--- config.mk ---
export PLATFORM = sky130hd
export DESIGN_NAME = pc_sequencer
export DESIGN_NICKNAME = d
export VERILOG_FILES = /design/src/rtl/pc_sequencer_pkg.sv /design/src/rtl/pc_sequencer_irq_sync.sv /design/src/rtl/pc_sequencer.sv
export SDC_FILE = /design/constraint.sdc
export NUM_CORES = 1
export LEC_CHECK = 0
export ABC_AREA = 1
export BUFFER_PORTS_ARGS = -buffer_cell sky130_fd_sc_hd__buf_2
export CAP_MARGIN = 20
export CORE_AREA = 2 2 39 41
export CTS_CLUSTER_SIZE = 14
export DETAILED_ROUTE_END_ITERATION = 8
export DIE_AREA = 0 0 41 43
export PLACE_DENSITY = 0.57
export SLEW_MARGIN = 20
export SYNTH_ARGS = -nofsm -noshare
export SYNTH_HDL_FRONTEND = slang
export SYNTH_SLANG_ARGS = --single-unit
--- constraint.sdc ---
create_clock -name clk -period 1.15 [get_ports clk]
set_input_delay 0.0575 -clock clk [delete_from_list [all_inputs] [get_ports clk]]
set_output_delay 0.0575 -clock clk [all_outputs]
set_load 0.005 [all_outputs]
--- src/rtl/pc_sequencer_pkg.sv ---
// Shared encodings for the next-PC sequencer: PC select codes, EPC select codes,
// trap vector addresses and the sequencer FSM state type.
package pc_sequencer_pkg;

  localparam logic [2:0] PCSRC_SEQ = 3'b000;
  localparam logic [2:0] PCSRC_BR  = 3'b001;
  localparam logic [2:0] PCSRC_J   = 3'b010;
  localparam logic [2:0] PCSRC_JR  = 3'b011;
  localparam logic [2:0] PCSRC_IRQ = 3'b100;
  localparam logic [2:0] PCSRC_EXC = 3'b101;

  localparam logic [1:0] EPC_NONE = 2'b00;
  localparam logic [1:0] EPC_ID   = 2'b01;
  localparam logic [1:0] EPC_IF   = 2'b10;
  localparam logic [1:0] EPC_BTGT = 2'b11;

  localparam logic [31:0] IRQ_VECTOR = 32'h8000_0004;
  localparam logic [31:0] EXC_VECTOR = 32'h8000_0008;

  typedef enum logic {
    ST_RUN  = 1'b0,
    ST_HOLD = 1'b1
  } seq_state_t;

endpackage

--- src/rtl/pc_sequencer_irq_sync.sv ---
// Multi-flop synchronizer for the asynchronous irq level, followed by a pending
// latch that holds until the sequencer takes the interrupt.
module pc_sequencer_irq_sync #(
  parameter int STAGES = 2
) (
  input  logic clk,
  input  logic rst,
  input  logic i_async,
  input  logic i_clr,
  output logic o_pend
);

  logic [STAGES-1:0] r_sync;
  logic              r_pend;

  // Clear wins over a still-high synchronized level; a held level re-arms next cycle.
  always_ff @(posedge clk or posedge rst) begin
    if (rst) begin
      r_sync <= '0;
      r_pend <= 1'b0;
    end else begin
      r_sync <= {r_sync[STAGES-2:0], i_async};
      r_pend <= i_clr ? 1'b0 : (r_pend | r_sync[STAGES-1]);
    end
  end

  assign o_pend = r_pend;

endmodule

--- src/rtl/pc_sequencer.sv ---
// Next-PC source arbiter: picks branch/exception/irq/jr/jump/stall/sequential each
// cycle and masks new traps for a few cycles after a vector redirect.
module pc_sequencer
  import pc_sequencer_pkg::*;
#(
  parameter int IRQ_SYNC_STAGES  = 2,
  parameter int TRAP_HOLD_CYCLES = 2
) (
  input  logic       clk,
  input  logic       reset,
  input  logic       pc_kernel,
  input  logic       irq,
  input  logic       branch_ex,
  input  logic       branch_cond,
  input  logic       jump_id,
  input  logic       jr_id,
  input  logic       undef_id,
  input  logic       load_use,
  output logic [2:0] PCSrc,
  output logic       pc_write,
  output logic       flush_ifid,
  output logic       flush_idex,
  output logic [1:0] epc_sel,
  output logic       irq_ack
);

  localparam int CW = (TRAP_HOLD_CYCLES > 1) ? $clog2(TRAP_HOLD_CYCLES) : 1;
  localparam logic [CW-1:0] HOLD_LOAD = CW'(TRAP_HOLD_CYCLES - 1);

  seq_state_t    r_state, w_state_nxt;
  logic [CW-1:0] r_cnt, w_cnt_nxt;
  logic          r_irq_ack;
  logic          w_pend, w_take_irq, w_take_exc;

  pc_sequencer_irq_sync #(.STAGES(IRQ_SYNC_STAGES)) u_irq_sync (
    .clk     (clk),
    .rst     (reset),
    .i_async (irq),
    .i_clr   (w_take_irq),
    .o_pend  (w_pend)
  );

  // Irq is refused while any branch sits in EX or a load-use stall is active,
  // so the saved IF PC is always the true next instruction.
  always_comb begin
    PCSrc      = PCSRC_SEQ;
    pc_write   = 1'b1;
    flush_ifid = 1'b0;
    flush_idex = 1'b0;
    epc_sel    = EPC_NONE;
    w_take_exc = 1'b0;
    w_take_irq = 1'b0;
    if (branch_ex && branch_cond) begin
      PCSrc      = PCSRC_BR;
      flush_ifid = 1'b1;
      flush_idex = 1'b1;
    end else if (undef_id && r_state != ST_HOLD) begin
      PCSrc      = PCSRC_EXC;
      flush_ifid = 1'b1;
      flush_idex = 1'b1;
      epc_sel    = EPC_ID;
      w_take_exc = 1'b1;
    end else if (w_pend && !pc_kernel && r_state == ST_RUN && !branch_ex && !load_use) begin
      PCSrc      = PCSRC_IRQ;
      flush_ifid = 1'b1;
      epc_sel    = EPC_IF;
      w_take_irq = 1'b1;
    end else if (jr_id && !load_use) begin
      PCSrc      = PCSRC_JR;
      flush_ifid = 1'b1;
    end else if (jump_id) begin
      PCSrc      = PCSRC_J;
      flush_ifid = 1'b1;
    end else if (load_use) begin
      pc_write   = 1'b0;
      flush_idex = 1'b1;
    end
  end

  always_comb begin
    w_state_nxt = r_state;
    w_cnt_nxt   = r_cnt;
    case (r_state)
      ST_RUN: begin
        if (w_take_exc || w_take_irq) begin
          w_state_nxt = ST_HOLD;
          w_cnt_nxt   = HOLD_LOAD;
        end
      end
      ST_HOLD: begin
        if (r_cnt == '0) w_state_nxt = ST_RUN;
        else             w_cnt_nxt   = r_cnt - CW'(1);
      end
      default: w_state_nxt = ST_RUN;
    endcase
  end

  always_ff @(posedge clk or posedge reset) begin
    if (reset) begin
      r_state   <= ST_RUN;
      r_cnt     <= '0;
      r_irq_ack <= 1'b0;
    end else begin
      r_state   <= w_state_nxt;
      r_cnt     <= w_cnt_nxt;
      r_irq_ack <= w_take_irq;
    end
  end

  assign irq_ack = r_irq_ack;

endmodule

# Word-level counts from Yosys, hierarchy flattened
# Cells that the tools add are included.
# classes
bitwise_logic,2
n_mux,37
reduce_logical,11
eq_ne,1
add_sub_neg,1
# op_table
operator,count
1-bit two-way mux,27
2-bit two-way mux,5
3-bit two-way mux,3
1-bit logical AND,7
1-bit one-hot mux with 2 select lines,2
1-bit zero test,3
2-bit by 1-bit inequality test with 1-bit output (second input constant),1
1-bit logical OR,1
1-bit NOT,1
1-bit bitwise OR,1
1-bit subtractor (second input constant),1
# word_totals
inputBits,10
ff_bits,6

# Longest topological paths before layout
# depth
word_depth,11
mapped_depth,6
mapped_depth_nobuf,5

# Modules after synthesis
# A second synthesis with hierarchy kept.
# hier_totals
cells_unflattened,47
area_unflattened_um2,345.3
# modules_own_cells
module,cells_per_inst,n_inst,area_each_um2
pc_sequencer,41,1,259.0
pc_sequencer_irq_sync,6,1,86.3

# Worst setup path after synthesis
# Ideal clock, no wire load.
# synth_timing
path_type,register to output
start,register r_state
end,output epc_sel[1]
required_time_ps,1092
path_stages_with_launch,5
path_buffers,1
t_arrival_ps,847
slack_ps,246
path_cell_list,dfrtp_1 inv_1 nand3_4 nor2_1 buf_4
# synth_between
elab_chain_len,7
elab_cells_between_ends,8
# synth_rtl
item,line,text
from (decl),pc_sequencer.sv:30,"seq_state_t r_state, w_state_nxt;"
from (signal assigned),pc_sequencer.sv:104,r_state <= w_state_nxt;
1-bit NOT (*),--,
1-bit logical AND (3 in series),pc_sequencer.sv:63,end else if (w_pend && !pc_kernel && r_state == ST_RUN && !branch_ex && !load_use) begin
2-bit two-way mux,pc_sequencer.sv:63,
2-bit two-way mux (*),pc_sequencer.sv:57,end else if (undef_id && r_state != ST_HOLD) begin
2-bit two-way mux (*),pc_sequencer.sv:53,if (branch_ex && branch_cond) begin
to (decl),pc_sequencer.sv:23,"output logic [1:0] epc_sel,"
# Every way passes the cells marked *; elsewhere a longest branch is shown, timed or not.

# Final worst setup path
# layout_timing
start,register r_state
end,output PCSrc[2]
# layout_between
elab_chain_len,7
elab_cells_between_ends,8
# layout_rtl
item,line,text
1-bit NOT (*),--,
1-bit logical AND (3 in series),pc_sequencer.sv:63,
3-bit two-way mux,pc_sequencer.sv:63,
3-bit two-way mux (*),pc_sequencer.sv:57,
3-bit two-way mux (*),pc_sequencer.sv:53,
to (decl),pc_sequencer.sv:19,"output logic [2:0] PCSrc,"
# Marked as above.

==> impl_metrics.yaml <==
status:
  status: "complete, but fails checks"
  violations: "setup timing"
floorplanning:
  core_um2: 1380
  design.die.area_um2: 1760
  core.rowCount: 14
  dieWidth_um: 41
  top_level_ports: 19
  die_height_um: 43
  initial_core_util_pct: 25.0
finish:
  diodes: 0
  fill_cells: 142
  nNetsFinal: 78
  area_growth_pct: 45.5
  regArea_um2: 150
  final_common_cell: "buf_2"
  final_cell_mix: "18 x buf_2, 9 x nand2_1, 7 x inv_1"
  stdcell_count: 82
  drive_above_1_share_pct: 50.0
  multi_input_comb_area_um2: 156
drt:
  drt_iter0_markers: 7
  route.detailed.drc: 0
  wl_um: 654
  post_drt_wl_per_cell_um: 7.98
  first_pass_iters: 3
  antenna_left: 0
  viasPerCell: 3.78
  vias: 310
sta:
  hold_ws_ps: 155
  finalSetupViolCount: 5
  finalCritPeriodShare_pct: 102
  worst_pin_slew_ps: 219
  skew_ps: 0.750
  rsz0062_at_grt: "yes"
  report.final.slew_viol_count: 0
  slew_headroom_pct: 85.4
  max_freq_ghz: 0.853
  period_minus_slack_ps: 1170
  hold_viol: 0
  fin_ws_ps: -22.0
cts:
  h-tree-depth: 1
  clk_latency_ps: 240
  tritoncts: "yes"
  clk_pin_slew_worst_paths_ps: 40
  cts_made_buffers: 3
  cts_root_buf: "clkbuf_4"
  cts.sinks: 6
  clockBufferDepth: 2
power:
  power_density_nw_per_um2: 1480
  leakagePower_nw: 0.291
  p_total_mw: 0.744
  ir_worst_vdd_v: 0.000645
logic_synthesis:
  ys_ff_latch: 6
  syn_inst: 44
  netlist.area_leader.share_pct: 43.3
  syn-mean-instance-area_um2: 7.88
  netlist_area_um2: 347
  synth_seq_area_share_pct: 43.3
  synth_nets: 54
  synth_top_area_cell: "dfrtp_1"
  netlist_top_cells_area: "dfrtp_1 43%, inv_1 9.7%, nand2_1 9.7%"
  yosysWarnings: 0
  yosysUniqueCellTypes: 14
grt:
  track_usage_pct: 9.62
  grt_start_max_net_pins: 7
  grt_pass1_wl_um: 1120
  grt_pass1_vias: 276
  grt-ovfl-total: 0
  antenna_found_initial: 0
critical_path:
  start_kind: "register"
  cp.arrival_ps: 1110
  worstPathMaxFanout: 4
  critical_path_class: "reg -> out"
  cp.required_ps: 1090
  endpoint_kind: "output port"
flow_run:
  drv_cap: 0
placement:
  dp.cells: 76
  dp.final_hpwl_um: 505
  numPortBuffers: 18
  pre_cts_ws_ps: 168
  gp_congestion: 0.640
worst_hold_path:
  hp-class: "in -> reg"
## power breakdown
part / leakage (nW) / internal, mW / switching [mW]
Combinational: 0.207 / 0.116 / 0.154
Clock: 0.0138 / 0.118 / 0.0687
Sequential: 0.0702 / 0.257 / 0.0307
Total: 0.291 / 0.490 / 0.253
## registers in the layout, summed over array words and instances, names as in the netlist
name and cells:
u_irq_sync.r_sync 2, irq_ack 1, r_state 1, r_cnt 1, u_irq_sync.o_pend 1
## repair_timing
item                                    CTS  global route
resized for setup                         5             0
setup buffers                             1             0
pin swaps                                 3             1
endpoints found under the setup margin    6             8
hold buffers                              2             0
endpoints found under the hold margin     7             0
## metal layers
layer	vias up	global-route usage, %	wire, um
met3	0	4.71	27
met1	130	13.2	325
met2	7	11.6	301
met4	0	6.00	0
li1	173	-	-
met5	-	0	0
## layout make-up
type	count	share of cell area, %
Sequential cell	6	29.8
Timing Repair Buffer	21	23.3
Inverter	10	7.44
Tap cell	16	3.97
Clock buffer	3	4.47
Multi-Input combinational cell	26	31.0
## per-stage QoR
step | setup TNS, ps | instance area, um2 | utilization, %
after floorplan | 0 | 347 | -
after global placement | 0 | 442 | 31.9
after detailed placement | 0 | 442 | 31.9
after CTS | -158 | 504 | 36.4
after global routing | -678 | 504 | 36.4
final | -64.8 | 504 | 36.4
## cell usage after synthesis
library cell	n
o21ai_0	1
nor2_2	2
nand3_4	1
inv_1	9
nor2_4	2
nand3_1	3
dfrtp_1	6
inv_2	1
or2_2	1
nand2_1	9
nand4_1	1
buf_4	2
nand2_2	1
nor2_1	5
## path summary, 6_finish.rpt
path	start	to	slack, ps	cells after the start
setup / recovery	r_state$_DFF_PP0_	PCSrc[2]	-20	4
min in group asynchronous	reset	u_irq_sync.r_sync[0]$_DFF_PP0_	270	3
hold reg to reg	u_irq_sync.r_sync[0]$_DFF_PP0_	u_irq_sync.r_sync[1]$_DFF_PP0_	340	0
hold / removal	undef_id	u_irq_sync.o_pend$_DFF_PP0_	150	5
setup reg to reg	u_irq_sync.o_pend$_DFF_PP0_	r_cnt$_DFFE_PP0P_	230	5
max in group asynchronous	reset	r_state$_DFF_PP0_	690	3
## worst max-delay path, cell delays in order (launching register included)
cell and delay, ps:
dfrtp_1 400, nor2_2 160, nand2_1 130, nand2_1 80, buf_2 100
## cell families (layout without fill, tap and decap cells)
group,after synthesis,after routing,share of synthesized area [%]
and+or+nand+nor,25,25,40.1
buffers and inverters,12,34,15.2
DFF,6,6,43.3
AOI/OAI and AO/OA,1,1,1.44
Power figures use the tool's default switching activity.
